## src/rtl/instruction_fetch_unit_pkg.sv

```systemverilog
// ============================================================================
// Module      : instruction_fetch_unit_pkg
// Description : Shared definitions for the instruction fetch unit: opcode
//               constant used for bubbles, instruction field widths and
//               the fetch FSM state type.
// Revision    : 1.0 - initial release
// ============================================================================
`default_nettype none

// Opcode used to fill the instruction register on reset and redirect.
`ifndef NOP
`define NOP 4'h0
`endif

package instruction_fetch_unit_pkg;

  localparam int OPCODE_W  = 4;
  localparam int OPERAND_W = 24;

  // Fetch FSM: normal fetch, stalled, or one cycle after a redirect.
  typedef enum logic [1:0] {
    ST_RUN    = 2'd0,
    ST_HOLD   = 2'd1,
    ST_BUBBLE = 2'd2
  } ifu_state_e;

endpackage : instruction_fetch_unit_pkg

`default_nettype wire

```

## src/rtl/instruction_fetch_unit_pc_reg.sv

```systemverilog
// ============================================================================
// Module      : ifu_pc_reg
// Description : Program counter register with next-PC selection
//               (reset / redirect target / hold / increment).
// Revision    : 1.0 - initial release
// ============================================================================
`default_nettype none

module ifu_pc_reg #(
  parameter int                ADDR_W   = 16,
  parameter logic [ADDR_W-1:0] RESET_PC = '0
) (
  input  logic              clk,
  input  logic              rst,
  input  logic              stall,
  input  logic              branch_taken,
  input  logic [ADDR_W-1:0] branch_target,
  output logic [ADDR_W-1:0] pc
);

  logic [ADDR_W-1:0] pc_q;
  logic [ADDR_W-1:0] pc_d;

  // Next-PC mux: a redirect beats a stall; increment wraps naturally.
  always_comb begin
    pc_d = pc_q + ADDR_W'(1);
    if (branch_taken) begin
      pc_d = branch_target;
    end else if (stall) begin
      pc_d = pc_q;
    end
  end

  // PC register with synchronous reset.
  always_ff @(posedge clk) begin
    if (rst) begin
      pc_q <= RESET_PC;
    end else begin
      pc_q <= pc_d;
    end
  end

  assign pc = pc_q;

endmodule : ifu_pc_reg

`default_nettype wire

```

## src/rtl/instruction_fetch_unit.sv

```systemverilog
// ============================================================================
// Module      : instruction_fetch_unit
// Description : Fetch stage in front of a combinational program ROM. Owns the
//               PC, registers the ROM word into the instruction register and
//               inserts one NOP bubble per taken branch/jump redirect.
//               Optional valid-fetch counter enabled by IFU_PERF_COUNT_EN.
// Revision    : 1.0 - initial release
// ============================================================================
`default_nettype none

`ifndef NOP
`define NOP 4'h0
`endif

module instruction_fetch_unit
  import instruction_fetch_unit_pkg::*;
#(
  parameter int                ADDR_W   = 16,
  parameter int                INSTR_W  = 28,
  parameter logic [ADDR_W-1:0] RESET_PC = '0
) (
  input  logic               Clock,
  input  logic               Reset,
  input  logic               iStall,
  input  logic               iBranchTaken,
  input  logic [ADDR_W-1:0]  iBranchTarget,
  input  logic [INSTR_W-1:0] iRomData,
  output logic [ADDR_W-1:0]  oRomAddress,
  output logic [INSTR_W-1:0] oInstruction,
  output logic [ADDR_W-1:0]  oPC,
  output logic               oValid,
  output logic [31:0]        oFetchCount
);

  localparam logic [INSTR_W-1:0] NOP_WORD = {`NOP, {(INSTR_W-OPCODE_W){1'b0}}};

  ifu_state_e         state_q;
  ifu_state_e         state_d;
  logic [ADDR_W-1:0]  pc;
  logic [INSTR_W-1:0] instr_q;
  logic [ADDR_W-1:0]  instr_pc_q;
  logic               valid_q;

  ifu_pc_reg #(
    .ADDR_W   (ADDR_W),
    .RESET_PC (RESET_PC)
  ) u_pc_reg (
    .clk           (Clock),
    .rst           (Reset),
    .stall         (iStall),
    .branch_taken  (iBranchTaken),
    .branch_target (iBranchTarget),
    .pc            (pc)
  );

  // Next-state logic: redirect -> BUBBLE, stall -> HOLD, else RUN.
  always_comb begin
    state_d = state_q;
    if (iBranchTaken) begin
      state_d = ST_BUBBLE;
    end else if (iStall) begin
      state_d = ST_HOLD;
    end else begin
      state_d = ST_RUN;
    end
  end

  // State register.
  always_ff @(posedge Clock) begin
    if (Reset) begin
      state_q <= ST_RUN;
    end else begin
      state_q <= state_d;
    end
  end

  // Instruction register: wrong-path word is dropped on redirect, all
  // state holds on stall, otherwise capture the ROM word and its address.
  always_ff @(posedge Clock) begin
    if (Reset) begin
      instr_q    <= NOP_WORD;
      instr_pc_q <= '0;
      valid_q    <= 1'b0;
    end else if (iBranchTaken) begin
      instr_q    <= NOP_WORD;
      valid_q    <= 1'b0;
    end else if (!iStall) begin
      instr_q    <= iRomData;
      instr_pc_q <= pc;
      valid_q    <= 1'b1;
    end
  end

`ifdef IFU_PERF_COUNT_EN
  logic        fetch_fire;
  logic [31:0] fetch_count_q;

  assign fetch_fire = !iBranchTaken && !iStall;

  // Count edges that load a valid instruction; wraps at 2^32.
  always_ff @(posedge Clock) begin
    if (Reset) begin
      fetch_count_q <= '0;
    end else if (fetch_fire) begin
      fetch_count_q <= fetch_count_q + 32'd1;
    end
  end

  assign oFetchCount = fetch_count_q;
`else
  assign oFetchCount = '0;
`endif

  assign oRomAddress  = pc;
  assign oInstruction = instr_q;
  assign oPC          = instr_pc_q;
  assign oValid       = valid_q;

endmodule : instruction_fetch_unit

`default_nettype wire

```

## config.mk

```make
export PLATFORM = sky130hd
export DESIGN_NAME = instruction_fetch_unit
export DESIGN_NICKNAME = d
export VERILOG_FILES = /design/src/rtl/instruction_fetch_unit_pkg.sv /design/src/rtl/instruction_fetch_unit_pc_reg.sv /design/src/rtl/instruction_fetch_unit.sv
export SDC_FILE = /design/constraint.sdc
export NUM_CORES = 1
export LEC_CHECK = 0
export ABC_AREA = 1
export CORE_ASPECT_RATIO = 1.75
export CORE_UTILIZATION = 31
export DETAILED_ROUTE_END_ITERATION = 8
export SYNTH_ARGS = -nofsm -noshare
export SYNTH_HDL_FRONTEND = slang
export SYNTH_SLANG_ARGS = --single-unit
```

## constraint.sdc

```tcl
create_clock -name Clock -period 2.05 [get_ports Clock]
set_clock_uncertainty 0.1 [all_clocks]
set_input_delay 0.615 -clock Clock [delete_from_list [all_inputs] [get_ports Clock]]
set_output_delay 0.615 -clock Clock [all_outputs]
set_load 0.1 [all_outputs]
```

==> results of run 1 <==
cell type report:
cell class / count / area, sq um / share of cell area, %
Clock buffer: 12 / 266.5 / 5.316
Clock inverter: 4 / 45.04 / 0.8984
Inverter: 36 / 135.1 / 2.695
Multi-Input combinational cell: 294 / 1341 / 26.75
Sequential cell: 61 / 1224 / 24.41
Tap cell: 120 / 150.1 / 2.995
Timing Repair Buffer: 126 / 1852 / 36.94
placed cells by master, fill, tap and decap left out, types with 3 or more instances in the layout:
cell and count:
sky130_fd_sc_hd__nor2_4 7, sky130_fd_sc_hd__clkinv_2 3, sky130_fd_sc_hd__o21ai_1 3, sky130_fd_sc_hd__inv_1 35, sky130_fd_sc_hd__clkbuf_16 9, sky130_fd_sc_hd__nand3_1 23
sky130_fd_sc_hd__nand2_1 115, sky130_fd_sc_hd__nor2_1 37, sky130_fd_sc_hd__nor2_2 3, sky130_fd_sc_hd__a21oi_1 35, sky130_fd_sc_hd__buf_12 63, sky130_fd_sc_hd__a211oi_1 3
sky130_fd_sc_hd__clkbuf_8 3, sky130_fd_sc_hd__dfxtp_1 59, sky130_fd_sc_hd__o21ai_0 13, sky130_fd_sc_hd__clkdlybuf4s50_1 47, sky130_fd_sc_hd__buf_4 16, sky130_fd_sc_hd__conb_1 32
sky130_fd_sc_hd__nor3_1 8
metal layers:
layer  global-route usage, %  part of all wire, %  up-vias
met3                   6.564                  8.4       13
met1                   18.85                   36     1296
met4                   8.824                  1.9        0
met2                   33.14                   54      135
li1                        -                    -     1467
met5                       0                    0        -
sequential cells by signal, indices dropped and copies added (netlist names):
| signal | flops |
|---|---|
| oInstruction | 28 |
| oPC | 16 |
| u_pc_reg.pc | 16 |
| oValid | 1 |
per-stage QoR:
stage / total power, mW / TNS, ns / hold slack, ns / utilization, % / std cells
4_1_cts: 4.076 / 0 / 0.4042 / 55.13 / 653
6_report: 4.051 / 0 / 0.4017 / 55.13 / 653
2_1_floorplan: 2.144 / 0 / 0.6398 / - / 441
3_3_place_gp: 2.498 / -1.025 / 0.3833 / 51.71 / 637
5_1_grt: 4.170 / 0 / 0.4299 / 55.13 / 653
3_5_place_dp: 2.506 / -1.591 / 0.3962 / 51.71 / 637
tightest hold or removal path: stages, from the launching register on:
cell                      delay [ns]
sky130_fd_sc_hd__dfxtp_1        0.33
sky130_fd_sc_hd__nand2_1        0.07
sky130_fd_sc_hd__a21oi_1        0.05
power groups by stage:
stage          clock network (mW)  registers, mW  logic (mW)
2_1_floorplan                   0           1.68       0.462
3_3_place_gp                    0           1.34        1.15
3_5_place_dp                    0           1.34        1.16
4_1_cts                      1.59           1.32        1.16
5_1_grt                      1.63           1.33        1.21
6_report                     1.57           1.32        1.16
logic make-up (layout without fill, tap and decap cells):
group                    after synthesis  in the layout
AND/OR/NAND/NOR                      202            202
adder cells (fa/ha/maj)                1              1
flip-flops                            61             61
other                                  1             32
AO/OA/AOI/OAI                         58             58
XOR/XNOR                               1              1
buffers and inverters                 86            178
final timing paths:
check	start	end	slack, ns	cells past startpoint
hold reg to reg	oInstruction[7]	oInstruction[7]	0.40	2
setup / recovery	iBranchTaken	u_pc_reg.pc[8]	0.13	10
setup reg to reg	u_pc_reg.pc[1]	u_pc_reg.pc[12]	0.41	8
hold / removal	oInstruction[7]	oInstruction[7]	0.40	2
==> summary.md, run 1 <==
### Clock network
- TritonCTS Buffers: 9
- count of buffers added by post-CTS timing repair for setup: 0
- TritonCTS clock tree: done
- CTS resizes: 0
- register clock-pin slew on the reported worst setup and hold paths: 0.05 ns
- number of levels the H-tree was split into: 3
- clock insertion delay at the later pin of the skew report: 0.33 ns
- number of hold buffers added after CTS: 0
- clock net sink count: 61
- buffer type at the clock tree root: sky130_fd_sc_hd__clkbuf_16
- largest buffer count on any clock path: 2

### Pwr
- proportion of power drawn by flip-flops and latches: 32.5%
- worst ir drop on vdd: 0.4858 mV
- power density relative to cell area: 807.9 mW/mm^2
- cell-internal power: 2.626 mW
- net switching power: 1.424 mW
- clock share of power: 38.8%
- cell leakage power: 2.142 nW
- logic gate share of total power: 28.6%
- switching power share of the total: 35.16%

### Placed design
- Detail Placement HPWL: 6586 um
- cell area after placement: 0.004702 sq mm
- number of buffers added on ports: 108
- placer's final routability congestion estimate: 0.8919
- Setup Slack @ Placement: -0.1644 ns

### Logic synthesis
- warnings from Yosys: 0
- unique cell type count in the Yosys netlist: 31
- most common cell in the synthesized netlist: sky130_fd_sc_hd__nand2_1
- most area-consuming cells after synthesis: sky130_fd_sc_hd__dfxtp_1 (42%), sky130_fd_sc_hd__nand2_1 (15%), sky130_fd_sc_hd__buf_4 (8.2%)
- post-synthesis share of cell area spent on xor and xnor gates: 0.3004%
- Simple-Gate Fraction of Synth Area: 30.64%
- Synth area leader: sky130_fd_sc_hd__dfxtp_1
- share of cell area taken by muxes after synthesis: 0%
- leading post-synthesis cells by instance count: sky130_fd_sc_hd__nand2_1 (115), sky130_fd_sc_hd__dfxtp_1 (61), sky130_fd_sc_hd__nor2_1 (37)
- area share of fa/ha/maj cells after synthesis: 0.4292%
- post-synth top area share: 41.89%
- summed instance area of the synthesized netlist: 0.002915 sq mm
- combinational family with the most area after synthesis: simple AND/OR/NAND/NOR gates
- fraction of registers with async set/reset: 0%
- count of mapped cells out of synthesis: 410
- post-synthesis sequential area ratio: 41.89%
- Post-synth EDFFs: 0
- most used flip-flop cell after synthesis: sky130_fd_sc_hd__dfxtp_1
- synthesized-area fraction occupied by ao, oa, aoi and oai cells: 10.52%
- Synth Register Bits: 61
- Avg Synthesized Cell Area: 7.110 sq um

### Drt
- ANT nets after route: 0
- average routed wire per standard cell: 13.07 um
- total number of vias: 2,911
- first-pass iteration count of the detailed router: 4
- Via density: 4.458
- Routed WL: 8535 um
- DRC viols: 0
- Iteration-0 DRC Markers: 166

### Global routing
- total routing usage reported by global routing: 18.65%
- vias in the first global route: 2,805
- antenna violations before repair: 0
- wire length of the first global-routing pass: 13,540 um
- pin count of the biggest net entering global routing: 30
- overflow left after global routing: 0

### Min path
- type of the worst min-delay path: reg -> reg

### Critical path
- kind of launch point of the worst setup path: primary input
- critical-path maximum fanout: 8
- Max stage delay cell, worst path: sky130_fd_sc_hd__clkdlybuf4s50_1
- required time at the endpoint of the critical path: 2.18 ns
- Cell Chain, Critical Path: clkdlybuf4s50_1, inv_1, nand2_1, inv_1, nand2_1, nand2_1, nor2_1, nand2_1, nand2_1, inv_1
- stage delay of the slowest cell on the critical path: 0.58 ns
- CP top delay family: buffers and inverters
- critical path class: in -> reg
- cell repeated most along the worst path: sky130_fd_sc_hd__nand2_1
- CP bufs+invs: 4
- Worst Setup End Kind: register
- worst path arrival time: 2.04 ns

### Layout
- signed area change from the synthesized netlist to the final layout: 71.97%
- net total in the final layout: 577
- share of layout cells above drive strength 1: 21.20%
- count of antenna diodes in the layout: 0
- number of filler instances in the final layout: 872
- post-route standard cell area excluding fillers: 0.005014 sq mm

### Flow run
- max-cap check violation count: 0

### Floorplanning
- die area: 0.009811 sq mm
- x dimension of the die: 75.31 um
- Placement Rows: 46
- Chip Height: 130.3 um
- number of top-level pins: 141
- initial core utilization: 32.06%
- standard cell core area: 0.009094 sq mm

### STA
- maximum operating frequency: 521.6 MHz
- Final Critical Period: 1.917 ns
- setup repair after global routing missed its margin: false
- final-report max-slew violation count: 0
- transition time at the pin with the least slew margin: 0.5522 ns
- Final setup viols: 0
- worst-case setup margin in the final layout: 0.1328 ns
- Relative slew margins: 63.14%
- share of the clock period used by the worst path after layout: 93.52%
- final number of hold-violating endpoints: 0

### Run status
- run status: completed

Note: power is estimated with default switching activity, not from simulation.
==> run 2: changes to the inputs <==
CTS_BUF_LIST = sky130_fd_sc_hd__clkbuf_16   (was unset)
==> run 2 against run 1 <==
Net effect: global-route usage shrank 0.063 points; clock power is 8% lower; via count fell by 0.38%; critical endpoint unchanged; wire length is 0.46% lower; register-to-register slack about the same; non-clock buffer count is the same; combinational power about the same; total power is 3.0% lower; first-iteration DRC count increased by 19%; maximum frequency grew 0.90%; clock-buffer cell count shrank 3; final area fell by 0.60%.
==> summary.md, run 2 (synthesized netlist as in run 1, its figures left out) <==
### Pwr
- total power of the final layout: 3.930 mW
- logic gate share of total power: 29.5%
- power density relative to cell area: 788.6 mW/mm^2
- worst ir drop on vdd: 0.4781 mV
- cell leakage power: 2.125 nW
- net switching power: 1.417 mW
- switching power share of the total: 36.05%
- cell-internal power: 2.513 mW
- proportion of power drawn by flip-flops and latches: 33.5%
- clock share of power: 37.0%

### STA
- Relative slew margins: 62.68%
- setup repair after global routing missed its margin: false
- maximum operating frequency: 526.3 MHz
- final number of hold-violating endpoints: 0
- Final setup viols: 0
- Final Critical Period: 1.900 ns
- Sum Neg Setup Slack: 0 ns
- worst-case setup margin in the final layout: 0.1499 ns
- transition time at the pin with the least slew margin: 0.5592 ns
- share of the clock period used by the worst path after layout: 92.69%
- final-report max-slew violation count: 0

### Critical path
- worst path arrival time: 2.03 ns
- FF-to-FF Start: u_pc_reg.pc[1]
- required time at the endpoint of the critical path: 2.18 ns
- endpoint of the worst register-to-register path: u_pc_reg.pc[12]
- worst-case register-to-register setup slack: 0.42 ns
- Register-to-Register Path Depth: 8
- kind of launch point of the worst setup path: primary input
- critical path class: in -> reg
- critical-path maximum fanout: 8
- Worst Setup End Kind: register

### Min path
- hold path startpoint: oInstruction[7]
- instance count along the most critical hold path: 2
- Min-Delay Endpoint: oInstruction[7]
- type of the worst min-delay path: reg -> reg

### Floorplanning
- Placement Rows: 46
- x dimension of the die: 75.31 um
- Chip Height: 130.3 um
- die area: 0.009811 sq mm
- number of top-level pins: 141
- initial core utilization: 32.06%
- standard cell core area: 0.009094 sq mm

### Clock network
- number of hold buffers added after CTS: 0
- clock insertion delay at the later pin of the skew report: 0.33 ns
- TritonCTS Buffers: 9
- register clock-pin slew on the reported worst setup and hold paths: 0.05 ns
- clock net sink count: 61
- count of buffers added by post-CTS timing repair for setup: 0
- CTS resizes: 0
- buffer type at the clock tree root: sky130_fd_sc_hd__clkbuf_16
- number of levels the H-tree was split into: 3
- TritonCTS clock tree: done
- largest buffer count on any clock path: 2

### Global routing
- vias in the first global route: 2,793
- pin count of the biggest net entering global routing: 30
- overflow left after global routing: 0
- wire length of the first global-routing pass: 13,480 um
- antenna violations before repair: 0
- total routing usage reported by global routing: 18.58%

### Layout
- number of cells in the finished layout apart from fillers: 653
- signed area change from the synthesized netlist to the final layout: 70.94%
- number of filler instances in the final layout: 875
- net total in the final layout: 577
- commonest non-fill, non-tap cells in the layout: sky130_fd_sc_hd__nand2_1 (115), sky130_fd_sc_hd__buf_12 (63), sky130_fd_sc_hd__dfxtp_1 (59)
- max reg flops: 28
- share of layout cells above drive strength 1: 20.64%
- count of antenna diodes in the layout: 0
- commonest non-fill, non-tap cell in the layout: sky130_fd_sc_hd__nand2_1

### Drt
- total number of vias: 2,900
- first-pass iteration count of the detailed router: 4
- DRC viols: 0
- Iteration-0 DRC Markers: 198
- ANT nets after route: 0
- Routed WL: 8496 um
- average routed wire per standard cell: 13.01 um
- Via density: 4.441

### Placed design
- placer's final routability congestion estimate: 0.8919
- number of buffers added on ports: 108
- Placed Instances: 637
- Detail Placement HPWL: 6586 um
- Setup Slack @ Placement: -0.1644 ns

### Flow run
- max-cap check violation count: 0

### Run status
- run status: completed

-- run 2: cell count changes in the layout (fill, tap and decap cells not counted), sizes merged --
cell    previous run  this run
clkinv             3         6
clkbuf            12         9
-- run 2: metal layers --
layer	vias up	global-route usage [%]	wire length (um)
met1	1285	18.71	3037
met2	133	32.98	4573
met5	-	0	0
met4	0	8.824	174
li1	1467	-	-
met3	15	6.718	711
-- run 2: stage by stage --
stage                     hold slack [ns]  utilization (%)  area (sq um)
after global placement             0.3833            51.71          4702
final                              0.4018            54.80          4984
after global routing               0.4297            54.80          4984
after CTS                          0.4041            54.80          4984
after floorplan                    0.6398                -          3034
after detailed placement           0.3962            51.71          4702
-- run 2: worst max-delay path, cell delays in order --
cell,delay [ns]
sky130_fd_sc_hd__clkdlybuf4s50_1,0.58
sky130_fd_sc_hd__inv_1,0.09
sky130_fd_sc_hd__nand2_1,0.24
sky130_fd_sc_hd__inv_1,0.14
sky130_fd_sc_hd__nand2_1,0.08
sky130_fd_sc_hd__nand2_1,0.05
sky130_fd_sc_hd__nor2_1,0.10
sky130_fd_sc_hd__nand2_1,0.05
sky130_fd_sc_hd__nand2_1,0.05
sky130_fd_sc_hd__inv_1,0.05
-- run 2: how the worst max path moves through the flow --
stage                           endpoint      startpoint  slack, ns  depth (start not counted)
final                     u_pc_reg.pc[8]    iBranchTaken       0.15                         10
after global routing      u_pc_reg.pc[8]    iBranchTaken       0.06                         10
after CTS                 u_pc_reg.pc[8]    iBranchTaken       0.18                         10
after detailed placement  u_pc_reg.pc[8]    iBranchTaken      -0.16                         10
after global placement    u_pc_reg.pc[8]          iStall      -0.14                          9
after floorplan           u_pc_reg.pc[7]  u_pc_reg.pc[4]       0.03                          7
-- run 2: layout make-up --
class,count,area [sq um],area share (%)
Timing Repair Buffer,126,1852,37.16
Inverter,36,135.1,2.712
Sequential cell,61,1224,24.55
Multi-Input combinational cell,294,1341,26.91
Clock buffer,9,225.2,4.519
Tap cell,120,150.1,3.013
Clock inverter,7,56.30,1.130
-- run 2: power groups by stage --
| stage | Combinational [mW] | Sequential (mW) | Clock (mW) |
|---|---|---|---|
| finish | 1.16 | 1.32 | 1.45 |
| global route | 1.21 | 1.33 | 1.51 |
| CTS | 1.16 | 1.32 | 1.47 |
| detailed placement | 1.16 | 1.34 | 0 |
| global placement | 1.15 | 1.34 | 0 |
| floorplan | 0.462 | 1.68 | 0 |
==> run 3: changes to the inputs <==
GPL_ROUTABILITY_DRIVEN = 0   (was unset)
SLEW_MARGIN = 20   (was unset)
==> results of run 3 <==
No change in the layout: final DEF, timing and power equal those of run 2.
